--- config.mk ---
export PLATFORM = sky130hd
export DESIGN_NAME = branch_redirect_ctrl
export DESIGN_NICKNAME = d
export VERILOG_FILES = /design/src/rtl/branch_redirect_ctrl.sv
export SDC_FILE = /design/constraint.sdc
export NUM_CORES = 1
export LEC_CHECK = 0
export BUFFER_PORTS_ARGS = -buffer_cell sky130_fd_sc_hd__buf_2
export CAP_MARGIN = 20
export CELL_PAD_IN_SITES_DETAIL_PLACEMENT = 0
export CELL_PAD_IN_SITES_GLOBAL_PLACEMENT = 1
export CORE_UTILIZATION = 32
export CTS_BUF_LIST = sky130_fd_sc_hd__clkbuf_8
export DETAILED_ROUTE_END_ITERATION = 16
export PLACE_DENSITY = 0.91
export SYNTH_ARGS = -nofsm -noshare
export SYNTH_HDL_FRONTEND = slang
export SYNTH_SLANG_ARGS = --single-unit
--- constraint.sdc ---
create_clock -name clk -period 3 [get_ports clk]
set_clock_uncertainty 0.15 [all_clocks]
set_input_delay 0.3 -clock clk [delete_from_list [all_inputs] [get_ports clk]]
set_output_delay 0.3 -clock clk [all_outputs]
set_load 0.05 [all_outputs]
--- src/rtl/branch_redirect_ctrl.sv ---
// Branch direction predictor (2-bit saturating counters) plus the mispredict redirect/flush FSM.
// Optional counter table built only when BRANCH_BHT_EN is defined; otherwise fetch is predicted not-taken.
module branch_redirect_ctrl #(
    parameter  int BHT_ENTRIES = 64,
    localparam int IDX_W       = $clog2(BHT_ENTRIES)
) (
    input  logic        clk,
    input  logic        reset,
    input  logic [63:0] fetch_pc_in,
    output logic        fetch_predicted_taken_out,
    input  logic        ex_valid_in,
    input  logic [63:0] ex_pc_in,
    input  logic        ex_taken_in,
    input  logic        ex_mispredicted_in,
    input  logic [63:0] ex_target_in,
    output logic        redirect_valid_out,
    output logic [63:0] redirect_pc_out,
    input  logic        redirect_ready_in,
    output logic        flush_out,
    output logic [31:0] mispredict_count_out,
    output logic [0:0]  state_dbg_out
);

    localparam logic [0:0] ST_IDLE     = 1'b0;
    localparam logic [0:0] ST_REDIRECT = 1'b1;

    logic [0:0]       r_state;
    logic [63:0]      r_redirect_pc;
    logic [31:0]      r_mispredict_count;
    logic             w_in_idle;
    logic             w_accept;
    logic             w_mispredict;
    logic             w_handshake;
    logic [63:0]      w_fallthrough_pc;
    logic [63:0]      w_redirect_pc;
    logic [IDX_W-1:0] w_rd_idx;
    logic [IDX_W-1:0] w_upd_idx;

    // Redirect handshake: fetch takes redirect_pc_out on a cycle where valid and ready are both 1;
    // valid stays high and the PC stays frozen until that cycle.
    assign w_in_idle        = (r_state == ST_IDLE);
    assign w_accept         = w_in_idle & ex_valid_in;
    assign w_mispredict     = w_accept & ex_mispredicted_in;
    assign w_handshake      = ~w_in_idle & redirect_ready_in;
    assign w_fallthrough_pc = ex_pc_in + 64'd4;
    assign w_redirect_pc    = ex_taken_in ? ex_target_in : w_fallthrough_pc;
    assign w_rd_idx         = fetch_pc_in[IDX_W+1:2];
    assign w_upd_idx        = ex_pc_in[IDX_W+1:2];

    always_ff @(posedge clk) begin
        if (reset) begin
            r_state            <= ST_IDLE;
            r_redirect_pc      <= 64'd0;
            r_mispredict_count <= 32'd0;
        end else if (w_in_idle) begin
            if (w_mispredict) begin
                r_state            <= ST_REDIRECT;
                r_redirect_pc      <= {w_redirect_pc[63:2], 2'b00};
                r_mispredict_count <= r_mispredict_count + 32'd1;
            end
        end else if (w_handshake) begin
            r_state <= ST_IDLE;
        end
    end

    assign redirect_valid_out   = ~w_in_idle;
    assign flush_out            = ~w_in_idle;
    assign redirect_pc_out      = r_redirect_pc;
    assign mispredict_count_out = r_mispredict_count;
    assign state_dbg_out        = r_state;

`ifdef BRANCH_BHT_EN
    logic [1:0] r_bht [BHT_ENTRIES];
    logic [1:0] w_cur_ctr;
    logic [1:0] w_next_ctr;
    logic       w_unused_fetch_bits;

    assign w_cur_ctr = r_bht[w_upd_idx];

    always_comb begin
        w_next_ctr = w_cur_ctr;
        if (ex_taken_in) begin
            if (w_cur_ctr != 2'b11) w_next_ctr = w_cur_ctr + 2'd1;
        end else begin
            if (w_cur_ctr != 2'b00) w_next_ctr = w_cur_ctr - 2'd1;
        end
    end

    always_ff @(posedge clk) begin
        if (reset) begin
            for (int i = 0; i < BHT_ENTRIES; i++) r_bht[i] <= 2'b01;
        end else if (w_accept) begin
            r_bht[w_upd_idx] <= w_next_ctr;
        end
    end

    // Read sees the stored value only: a same-cycle update to this entry shows up next cycle.
    assign fetch_predicted_taken_out = r_bht[w_rd_idx][1];
    assign w_unused_fetch_bits       = ^{fetch_pc_in[63:IDX_W+2], fetch_pc_in[1:0]};
`else
    logic w_unused_bht;

    assign fetch_predicted_taken_out = 1'b0;
    assign w_unused_bht              = ^{fetch_pc_in, w_rd_idx, w_upd_idx};
`endif

endmodule
-- Word-level counts from Yosys, hierarchy flattened
Index checks and enable logic that the tools add are counted.
- output and inout bits: 100
- flip-flop bits (word level): 95
- logic and storage cells: 14
- bits in latches: 0
- RAM bits: 0
- input bits: 198
- bits in read-only memories: 0
- memories kept: 0
- equality and inequality tests: 0
- shift operators: 0
- reductions and logical operators: 1
- bitwise logic cells: 4
- muxes and demuxes: 4
- div/mod/pow operators: 0
- $lt $le $gt $ge: 0
- $add $sub $neg: 2
- multipliers: 0
- operators by type and width (operator ; count):
    $add 64x3->64 const B ; 1
    $mux 64 ; 1
    $add 32x1->32 const B ; 1
    $and 1x1->1 ; 3
    $mux 1 ; 3
    $reduce_and 2->1 ; 1
    $not 1->1 ; 1

-- Logic depth before layout (Yosys ltp)
Gate-level depths: netlist of the first run.
- word-level depth: 5
- gate-level depth with buffers: 8

-- Worst setup path before layout of the first run
OpenSTA, ideal clock, no wires.
- path kind: flip-flop to flip-flop
- start point: register r_mispredict_count[3] (netlist: mispredict_count_out[3])
- end point: register r_mispredict_count[28] (netlist: mispredict_count_out[28])
- cell stages (with the launch flop): 7
- required time: 2722 ps
- data arrival time: 2165 ps
- path slack: 558 ps
- path through: dfxtp_1 -> and4_1 -> nand3_1 -> nor4_1 -> nand4_1 -> xor2_1 -> nor2_1
- word-level cells in the longest chain between the ends: 1
- ends and longest elaborated chain (what ; line ; RTL):
    from (decl) ; 29 ; logic [31:0] r_mispredict_count;
    from (signal assigned) ; 59 ; r_mispredict_count <= r_mispredict_count + 32'd1;
    $add 32x1->32 ; 59 ;
No other way between the ends.
A chain may end at the register's enable or synchronous reset.

-- Worst setup path after layout of the first run
- start point: input port ex_pc_in[14]
- end point: register r_redirect_pc[56] (netlist: redirect_pc_out[56])
- word-level cells in the longest chain between the ends: 2
- ends and longest elaborated chain (what ; line ; RTL):
    from (decl) ; 12 ; input logic [63:0] ex_pc_in,
    $add 64x3->64 ; 45 ; assign w_fallthrough_pc = ex_pc_in + 64'd4;
    $mux 64 ; 46 ; assign w_redirect_pc = ex_taken_in ? ex_target_in : w_fallthrough_pc;
    to (signal assigned) ; 58 ; r_redirect_pc <= {w_redirect_pc[63:2], 2'b00};
    to (decl) ; 28 ; logic [63:0] r_redirect_pc;
No other way between the ends.

==> out/results.txt, run 1 <==
status = complete, no violations
met2 Use GR = 31.09%
r2r setup slk = 0.91 ns
Hold Fails Final Rpt = 0
root buffer cell = clkbuf_8
# IOs = 298
Seq/Total Area, Yosys = 35.75%
multi-input logic area = 3144 um2
register area = 1902 um2
Yosys Warn Count = 0
Synth top cells by count = 95 x dfxtp_1, 79 x nand2_1, 63 x a21oi_1, 47 x and3_1, 47 x nor2_1
f_max = 467.3 MHz
Post-CTS Hold Buffers = 0
Reg power frac = 46.9%
sw frac = 31.58%
Iteration-0 DRC Markers = 232
most crowded layer after global routing = met2
fraction of layout cells with a size suffix above 1 = 30.45%
Tmin final = 2.140 ns
CTS H-Tree Depth = 3
Post-synth EDFFs = 0
post-synth cell types = 42
DRC Markers = 0
Internal Pwr Total = 0.001944 W
Tcrit/Tclk final = 71.33%
critical path required time = 3.09 ns
antenna violations before repair = 0
GRT overflow = 0
unrepaired setup endpoints after global routing = no
Cell Rows = 46
Die H = 130.9 um
Via density = 5.027
top cells by area, synth = dfxtp_1 36%, xnor2_1 7.2%, xor2_1 7.2%
Synth area leader = dfxtp_1
Sink Count = 95
Diodes inserted = 0
Clock Power Share = 32.2%
M1 GR Usage = 25.27%
Max Root-Sink Buffers = 2
Slew @ Worst Pin = 0.6444 ns
clock latency on the worst-skew pair = 0.37 ns
Setup-failing EPs final = 0
vias post-DR = 5560
top cell type's share of synthesized area = 35.75%
setup TNS = 0 ns
Crit Path Max Fanout = 15
total die area = 17150 um2
Critical Path, Cell by Cell = buf_2 -> and4_1 -> and3_1 -> nand4_2 -> buf_4 -> nor4_4 -> xnor2_1 -> o22ai_1
hold_sp = redirect_ready_in
CP top delay family = simple AND/OR/NAND/NOR gates
area of the core = 16060 um2
CP Class = in -> reg
Syn Std Cell Area = 5320 um2
TritonCTS clock tree = done
Cells after Synth = 675
HP Class = in -> reg
global-route wire length before repair = 25.56 mm
crit end category = register
post-CTS sizing = 0
slowest stage delay, CP = 0.47 ns
vias in the first global route = 4999
overall die width = 130.9 um
P&R area growth vs syn = 28.50%
layout net count = 1085
aggregate global-route resource usage = 19.38%
VDD IR max = 0.1998 mV
Crit path buffers/inverters = 2
Routed WL = 16.73 mm
Worst Setup Start Kind = primary input
largest net degree at the start of global routing = 61
Port-buffer cells = 226
clock transition at the registers of the reported paths = 0.09 ns
GP Congestion = 0.8336
Inserted Clock Buffers = 9
Top FF cell, synth = dfxtp_1
setup bufs post-CTS = 0
max-cap violations = 0
Synth Register Bits = 95
final core occ = 42.57%
crit path DAT = 2.23 ns
Wirelength per Cell = 15.13 um
DP HPWL = 12.18 mm
NetSw = 0.0008973 W
FFs w/ async S/R, synth = 0%
slew margin rel. = 57.04%
Final Slew Violations = 0
met3 Usage GRT = 3.827%
Post-Syn Area per Cell = 7.882 um2
Initial Utilization = 33.13%
slowest CP cell = nand4_2
Leakage = 3.042 nW
CP startpoint = ex_pc_in[14]
Pre-antenna DRT Iters = 4
Gate power share = 20.9%
most common cell in the netlist = dfxtp_1
Pwr Density = 415.7 nW/um2
Antenna Violating Nets Remaining = 0
# fillers = 1703
Reg-to-Reg Start = flush_out$_SDFF_PP0_
per-layer routing:
metal,share of wire (%),vias up
li1,-,2811
met1,46,2557
met2,47,170
met3,5.4,22
met4,1.9,0
met5,0,-
state kept, by name, indices dropped and copies added, names as in the netlist:
| name | flops |
|---|---|
| flush_out | 1 |
| mispredict_count_out | 32 |
| redirect_pc_out | 62 |
kinds of logic after synthesis:
| kind of cell | after synthesis | synth area share, % |
|---|---|---|
| simple gates | 297 | 29.77 |
| compound gates | 134 | 13.95 |
| flops | 95 | 35.75 |
| xor+xnor | 88 | 14.49 |
| buf+inv | 57 | 5.315 |
| fa+ha+maj | 2 | 0.4703 |
| other cells | 1 | 0.07049 |
| mux | 1 | 0.1882 |
power groups by stage:
stage	sequential, W	clock, W	combinational [W]
after CTS	0.00133	0.000950	0.000595
after global placement	0.00136	0	0.000591
after detailed placement	0.00136	0	0.000594
final	0.00133	0.000915	0.000593
after global routing	0.00134	0.000998	0.000641
after floorplan	0.00153	0	0.000212
tightest hold or removal path, stage by stage:
cell,delay (ns)
buf_2,0.07
nand2b_1,0.09
a21oi_1,0.06
final timing paths:
path | to | depth (start not counted)
worst max-delay path | redirect_pc_out[56]$_SDFFE_PP0P_ | 8
worst min-delay path | flush_out$_SDFF_PP0_ | 3
worst max register to register | mispredict_count_out[29]$_SDFFE_PP0P_ | 7
worst min register to register | redirect_pc_out[17]$_SDFFE_PP0P_ | 2
per-stage QoR:
| stage | cell area [um2] | hold WS [ns] | worst slack [ns] | cells | power (W) |
|---|---|---|---|---|---|
| after floorplan | 5328 | 0.3241 | 0.5576 | 677 | 0.001740 |
| after global placement | 6628 | 0.2875 | 0.5214 | 1090 | 0.001952 |
| after detailed placement | 6628 | 0.2934 | 0.4982 | 1090 | 0.001956 |
| after CTS | 6837 | 0.01524 | 0.9065 | 1106 | 0.002878 |
| after global routing | 6837 | 0.03794 | 0.7015 | 1106 | 0.002979 |
| final | 6837 | 0.04297 | 0.8601 | 1106 | 0.002842 |
placed cells by master, fill, tap and decap left out, drive strengths merged:
master	n
xnor2	44
conb	3
and3	48
or4	1
nor4	8
a211oi	5
o21ai	25
nand4	28
bufinv	1
nand3b	4
nand2	80
a22o	3
inv	13
nand3	37
nand2b	3
clkinv	2
nor2	47
and4	11
xor2	44
and3b	1
o22ai	32
or3	6
nor3	21
clkbuf	12
and2	1
ha	2
buf	242
mux2i	1
dfxtp	95
nor2b	1
a31oi	6
a21oi	63
cell type report:
type / instances / area share [%]
repair buffers: 242 / 18.52
clock inverters: 4 / 0.6406
inverters: 12 / 0.6589
flip-flops and latches: 95 / 27.82
clock buffers: 12 / 2.416
multi-input cells: 525 / 45.99
well taps: 216 / 3.953
Power figures use the tool's default switching activity.
==> run 2, diff against run 1 <==
--- a/config.mk
+++ b/config.mk
@@ -9,10 +9,10 @@
 export CAP_MARGIN = 20
 export CELL_PAD_IN_SITES_DETAIL_PLACEMENT = 0
 export CELL_PAD_IN_SITES_GLOBAL_PLACEMENT = 1
-export CORE_UTILIZATION = 32
+export CORE_UTILIZATION = 28
 export CTS_BUF_LIST = sky130_fd_sc_hd__clkbuf_8
 export DETAILED_ROUTE_END_ITERATION = 16
-export PLACE_DENSITY = 0.91
+export PLACE_DENSITY = 0.85
 export SYNTH_ARGS = -nofsm -noshare
 export SYNTH_HDL_FRONTEND = slang
 export SYNTH_SLANG_ARGS = --single-unit
==> constraint.sdc (replaced) <==
create_clock -name clk -period 1.8 [get_ports clk]
set_clock_uncertainty 0.15 [all_clocks]
set_input_delay 0.18 -clock clk [delete_from_list [all_inputs] [get_ports clk]]
set_output_delay 0.18 -clock clk [all_outputs]
set_load 0.05 [all_outputs]
==> out/results.txt, run 2 (synthesized netlist as in run 1, its figures left out) <==
Tcrit/Tclk final = 96.20%
TritonCTS clock tree = done
Via density = 4.858
hold_sp = ex_target_in[7]
area of the core = 18640 um2
hold slack = 0.02148 ns
Pwr Density = 615.7 nW/um2
Antenna Violating Nets Remaining = 0
Iteration-0 DRC Markers = 232
DP HPWL = 13.90 mm
status = complete, no violations
vias in the first global route = 6052
DRC Markers = 0
CP Class = reg -> reg
fraction of layout cells with a size suffix above 1 = 41.05%
GRT overflow = 0
VDD IR max = 0.3126 mV
CTS H-Tree Depth = 3
overall die width = 139.8 um
critical path required time = 1.90 ns
Sink Count = 95
Reg-to-Reg Start = mispredict_count_out[9]$_SDFFE_PP0P_
register area = 1963 um2
sw frac = 30.96%
CP top delay family = simple AND/OR/NAND/NOR gates
vias post-DR = 6165
Slew @ Worst Pin = 0.5224 ns
clock latency on the worst-skew pair = 0.37 ns
r2r setup slk = 0.07 ns
Leakage = 3.889 nW
Port-buffer cells = 226
slew margin rel. = 65.17%
Worst Setup Start Kind = register
global-route wire length before repair = 29.74 mm
Wirelength per Cell = 14.65 um
Pre-antenna DRT Iters = 4
Hold Path End = redirect_pc_out[7]$_SDFFE_PP0P_
GP Congestion = 0.8160
placed insts = 1210
setup ws final = 0.06844 ns
Gate power share = 22.9%
f_max = 577.5 MHz
max reg flops = 62
Die H = 139.8 um
layout net count = 1228
Max Root-Sink Buffers = 2
most frequent cells in the layout = 225 x buf_2, 115 x buf_4, 76 x nand2_1
total die area = 19560 um2
Initial Utilization = 28.54%
Final Slew Violations = 0
Inserted Clock Buffers = 9
# fillers = 1919
Cell Rows = 50
HP Class = in -> reg
largest net degree at the start of global routing = 95
Crit path buffers/inverters = 1
# IOs = 298
r2r worst-path depth = 7
crit end category = register
slowest stage delay, CP = 0.35 ns
P&R area growth vs syn = 56.91%
root buffer cell = clkbuf_8
antenna violations before repair = 2
max-cap violations = 0
dpl ws = -0.2922 ns
NetSw = 0.001591 W
Hold Fails Final Rpt = 0
clock transition at the registers of the reported paths = 0.10 ns
Cell Count, Final, Fillers Out = 1269
Tmin final = 1.732 ns
slowest CP cell = dfxtp_4
Internal Pwr Total = 0.003549 W
unrepaired setup endpoints after global routing = yes
multi-input logic area = 3314 um2
Routed WL = 18.59 mm
Critical Path, Cell by Cell = and4_4 -> nand3_4 -> nor4_4 -> buf_4 -> nand4_1 -> xor2_1 -> nor2_1
most common cell after layout, fill and taps aside = buf_2
R2R Path End = mispredict_count_out[25]$_SDFFE_PP0P_
aggregate global-route resource usage = 19.14%
crit path DAT = 1.83 ns
Clock Power Share = 34.1%
Crit Path Max Fanout = 5
Setup-failing EPs final = 0
hold depth = 5
Reg power frac = 42.9%
[run 2: layout make-up]
class | count | area share, %
multi-input cells | 525 | 39.70
clock buffers | 9 | 1.484
clock inverters | 7 | 1.439
flip-flops and latches | 95 | 23.52
inverters | 12 | 0.5396
well taps | 234 | 3.507
diodes | 2 | 0.05995
repair buffers | 385 | 29.75
[run 2: per-stage QoR]
step	TNS, ns	instance area (um2)	utilization [%]	power (W)
floorplan	-1.791	5514	-	0.002886
global placement	-5.068	7631	40.93	0.003349
detailed placement	-5.755	7631	40.93	0.003357
CTS	0	8260	44.31	0.005212
global route	-0.4313	8348	44.78	0.005389
finish	0	8348	44.78	0.005140
[run 2: power by group through the flow]
stage | Sequential, W | Clock (W) | Combinational [W]
3_3_place_gp | 0.00225 | 0 | 0.00110
6_report | 0.00221 | 0.00175 | 0.00118
3_5_place_dp | 0.00225 | 0 | 0.00110
5_1_grt | 0.00222 | 0.00191 | 0.00126
4_1_cts | 0.00221 | 0.00183 | 0.00117
2_1_floorplan | 0.00253 | 0 | 0.000357
[run 2: how the worst max path moves through the flow]
stage                                          start                               endpoint  slack, ns  cells past startpoint
4_1_cts        mispredict_count_out[12]$_SDFFE_PP0P_  mispredict_count_out[28]$_SDFFE_PP0P_       0.03                      7
3_5_place_dp                            ex_pc_in[45]       redirect_pc_out[62]$_SDFFE_PP0P_      -0.29                      7
2_1_floorplan                   flush_out$_SDFF_PP0_  mispredict_count_out[29]$_SDFFE_PP0P_      -0.16                      7
6_report        mispredict_count_out[9]$_SDFFE_PP0P_  mispredict_count_out[25]$_SDFFE_PP0P_       0.07                      7
5_1_grt         mispredict_count_out[9]$_SDFFE_PP0P_  mispredict_count_out[25]$_SDFFE_PP0P_      -0.05                      7
3_3_place_gp                            ex_pc_in[45]       redirect_pc_out[62]$_SDFFE_PP0P_      -0.26                      7
[run 2: repair_timing]
item / CTS / global route
resized for setup: 1 / 14
hold endpoints to repair: 38 / 0
hold buffers: 38 / 0
setup endpoints to repair: 1 / 40
buffers inserted: 0 / 3
cloned: 0 / 0
pin swaps: 0 / 3
[run 2: per-layer routing]
layer	share of wire, %	track usage (%)	up-vias	wire (um)
met5	0	0	-	0
met4	2.0	7.519	0	365
met3	4.3	3.028	28	790
met2	49	33.55	166	9110
met1	45	23.31	2872	8317
li1	-	-	3099	-
[run 2: tightest hold or removal path, delay by kind of cell]
family	cells	cell delay, ns
compound gates	2	0.16
buf+inv	1	0.07
simple gates	2	0.10
==> run 3, diff against run 2 <==
==> constraint.sdc (replaced) <==
create_clock -name clk -period 1.8 [get_ports clk]
set_clock_uncertainty 0.15 [all_clocks]
set_input_delay 0.09 -clock clk [delete_from_list [all_inputs] [get_ports clk]]
set_output_delay 0.09 -clock clk [all_outputs]
set_load 0.05 [all_outputs]
==> out/results.txt, run 3 (synthesized netlist as in run 1, its figures left out) <==
fin area = 8940 um2
setup ws final = -0.01655 ns
placed insts = 1186
Pwr Density = 566.3 nW/um2
Inserted Clock Buffers = 9
final core occ = 47.95%
total die area = 19560 um2
root buffer cell = clkbuf_8
Diodes inserted = 0
unrepaired setup endpoints after global routing = yes
HP Class = in -> reg
most frequent cells in the layout = 221 x buf_2, 96 x dlygate4sd3_1, 95 x buf_4
Gate power share = 25.8%
f_max = 550.5 MHz
global-route wire length before repair = 31.12 mm
failing checks = design-rule violations, negative hold slack, negative setup slack
sw frac = 31.37%
clock transition at the registers of the reported paths = 0.10 ns
Routed WL = 20.16 mm
Worst Setup Start Kind = primary input
Reg power frac = 43.6%
max-cap violations = 0
Pwr Total = 0.005063 W
Setup-failing EPs final = 1
Internal Pwr Total = 0.003475 W
Antenna Violating Nets Remaining = 0
aggregate global-route resource usage = 19.98%
status = finished with violations
DRC Markers = 1
clock latency on the worst-skew pair = 0.37 ns
# fillers = 1752
Final Slew Violations = 0
area of the core = 18640 um2
Hold Fails Final Rpt = 1
r2r setup slk = 0.01 ns
Sink Count = 95
Iteration-0 DRC Markers = 365
vias post-DR = 6592
hold slack = -0.01231 ns
P&R area growth vs syn = 68.04%
# IOs = 298
Initial Utilization = 28.54%
Wirelength per Cell = 15.35 um
fraction of layout cells with a size suffix above 1 = 38.65%
crit path DAT = 1.91 ns
DP Area = 7463 um2
Tmin final = 1.817 ns
vias in the first global route = 6359
antenna violations before repair = 0
DP HPWL = 13.49 mm
NetSw = 0.001588 W
Leakage = 4.095 nW
Pre-antenna DRT Iters = 11
CTS H-Tree Depth = 3
GRT overflow = 0
Tcrit/Tclk final = 100.9%
most common cell after layout, fill and taps aside = buf_2
Max Root-Sink Buffers = 2
GP Congestion = 0.8584
Cell Rows = 50
overall die width = 139.8 um
max reg flops = 62
Crit Path Max Fanout = 4
Clock Power Share = 30.6%
Via density = 5.021
VDD IR max = 0.3450 mV
Die H = 139.8 um
crit end category = register
CP Class = in -> reg
Port-buffer cells = 226
critical path required time = 1.89 ns
layout net count = 1274
TritonCTS clock tree = done
largest net degree at the start of global routing = 95
Cell Count, Final, Fillers Out = 1313
run 3: changes by cell type in the layout (fill, tap and decap cells not counted), sizes merged:
cell          before  now
dlygate4sd3       38   96
diode              2    0
clkinvlp           1    0
buf              347  330
dlymetal6s4s       0    5
inv               13   15
bufinv             3    2
run 3: per-layer routing:
| metal | wire [um] | share of wire [%] | global-route usage [%] |
|---|---|---|---|
| met1 | 8758 | 43 | 24.31 |
| met2 | 9540 | 47 | 34.00 |
| met3 | 1071 | 5.3 | 3.304 |
| met4 | 787 | 3.9 | 9.948 |
| met5 | 0 | 0 | 0 |
run 3: repair_timing:
action,CTS,global route
endpoints found under the hold margin,63,1
gates resized for setup,4,38
setup buffers,3,8
pin swaps,1,21
hold buffers,104,1
setup endpoints to repair,39,43
run 3: power groups by stage:
stage          Sequential (W)  Clock, W  Combinational, W
2_1_floorplan         0.00253         0          0.000356
3_3_place_gp          0.00226         0           0.00108
3_5_place_dp          0.00226         0           0.00109
4_1_cts               0.00221   0.00159           0.00127
5_1_grt               0.00222   0.00167           0.00139
6_report              0.00221   0.00155           0.00130
run 3: area by class of cell:
class                           instances  area [um2]  share of cell area (%)
Clock inverter                          7       81.33                  0.9097
Timing Repair Buffer                  431        3070                   34.35
Sequential cell                        95        1963                   21.96
Clock buffer                            9       123.9                   1.386
Tap cell                              234       292.8                   3.275
Inverter                               12       45.04                  0.5038
Multi-Input combinational cell        525        3363                   37.62
run 3: final timing paths:
check	startpoint	to	depth (start not counted)
setup reg to reg	flush_out$_SDFF_PP0_	mispredict_count_out[29]$_SDFFE_PP0P_	7
hold reg to reg	redirect_pc_out[10]$_SDFFE_PP0P_	redirect_pc_out[10]$_SDFFE_PP0P_	2
hold / removal	ex_pc_in[38]	redirect_pc_out[38]$_SDFFE_PP0P_	4
setup / recovery	ex_pc_in[51]	redirect_pc_out[60]$_SDFFE_PP0P_	8
run 3: stage by stage:
stage	setup TNS (ns)	setup WS, ns
after floorplan	-1.362	-0.1576
after global placement	-1.627	-0.1704
final	-0.01655	-0.01655
after global routing	-1.060	-0.1286
after detailed placement	-2.057	-0.1727
after CTS	-0.009251	-0.009251
run 3: critical path, cell delays in order:
cell and delay (ns):
dlygate4sd3_1 0.52, buf_2 0.14, nand4_1 0.20, nor3_2 0.33, nand3_1 0.14, nor3_2 0.24, xnor2_1 0.15, o22ai_1 0.09
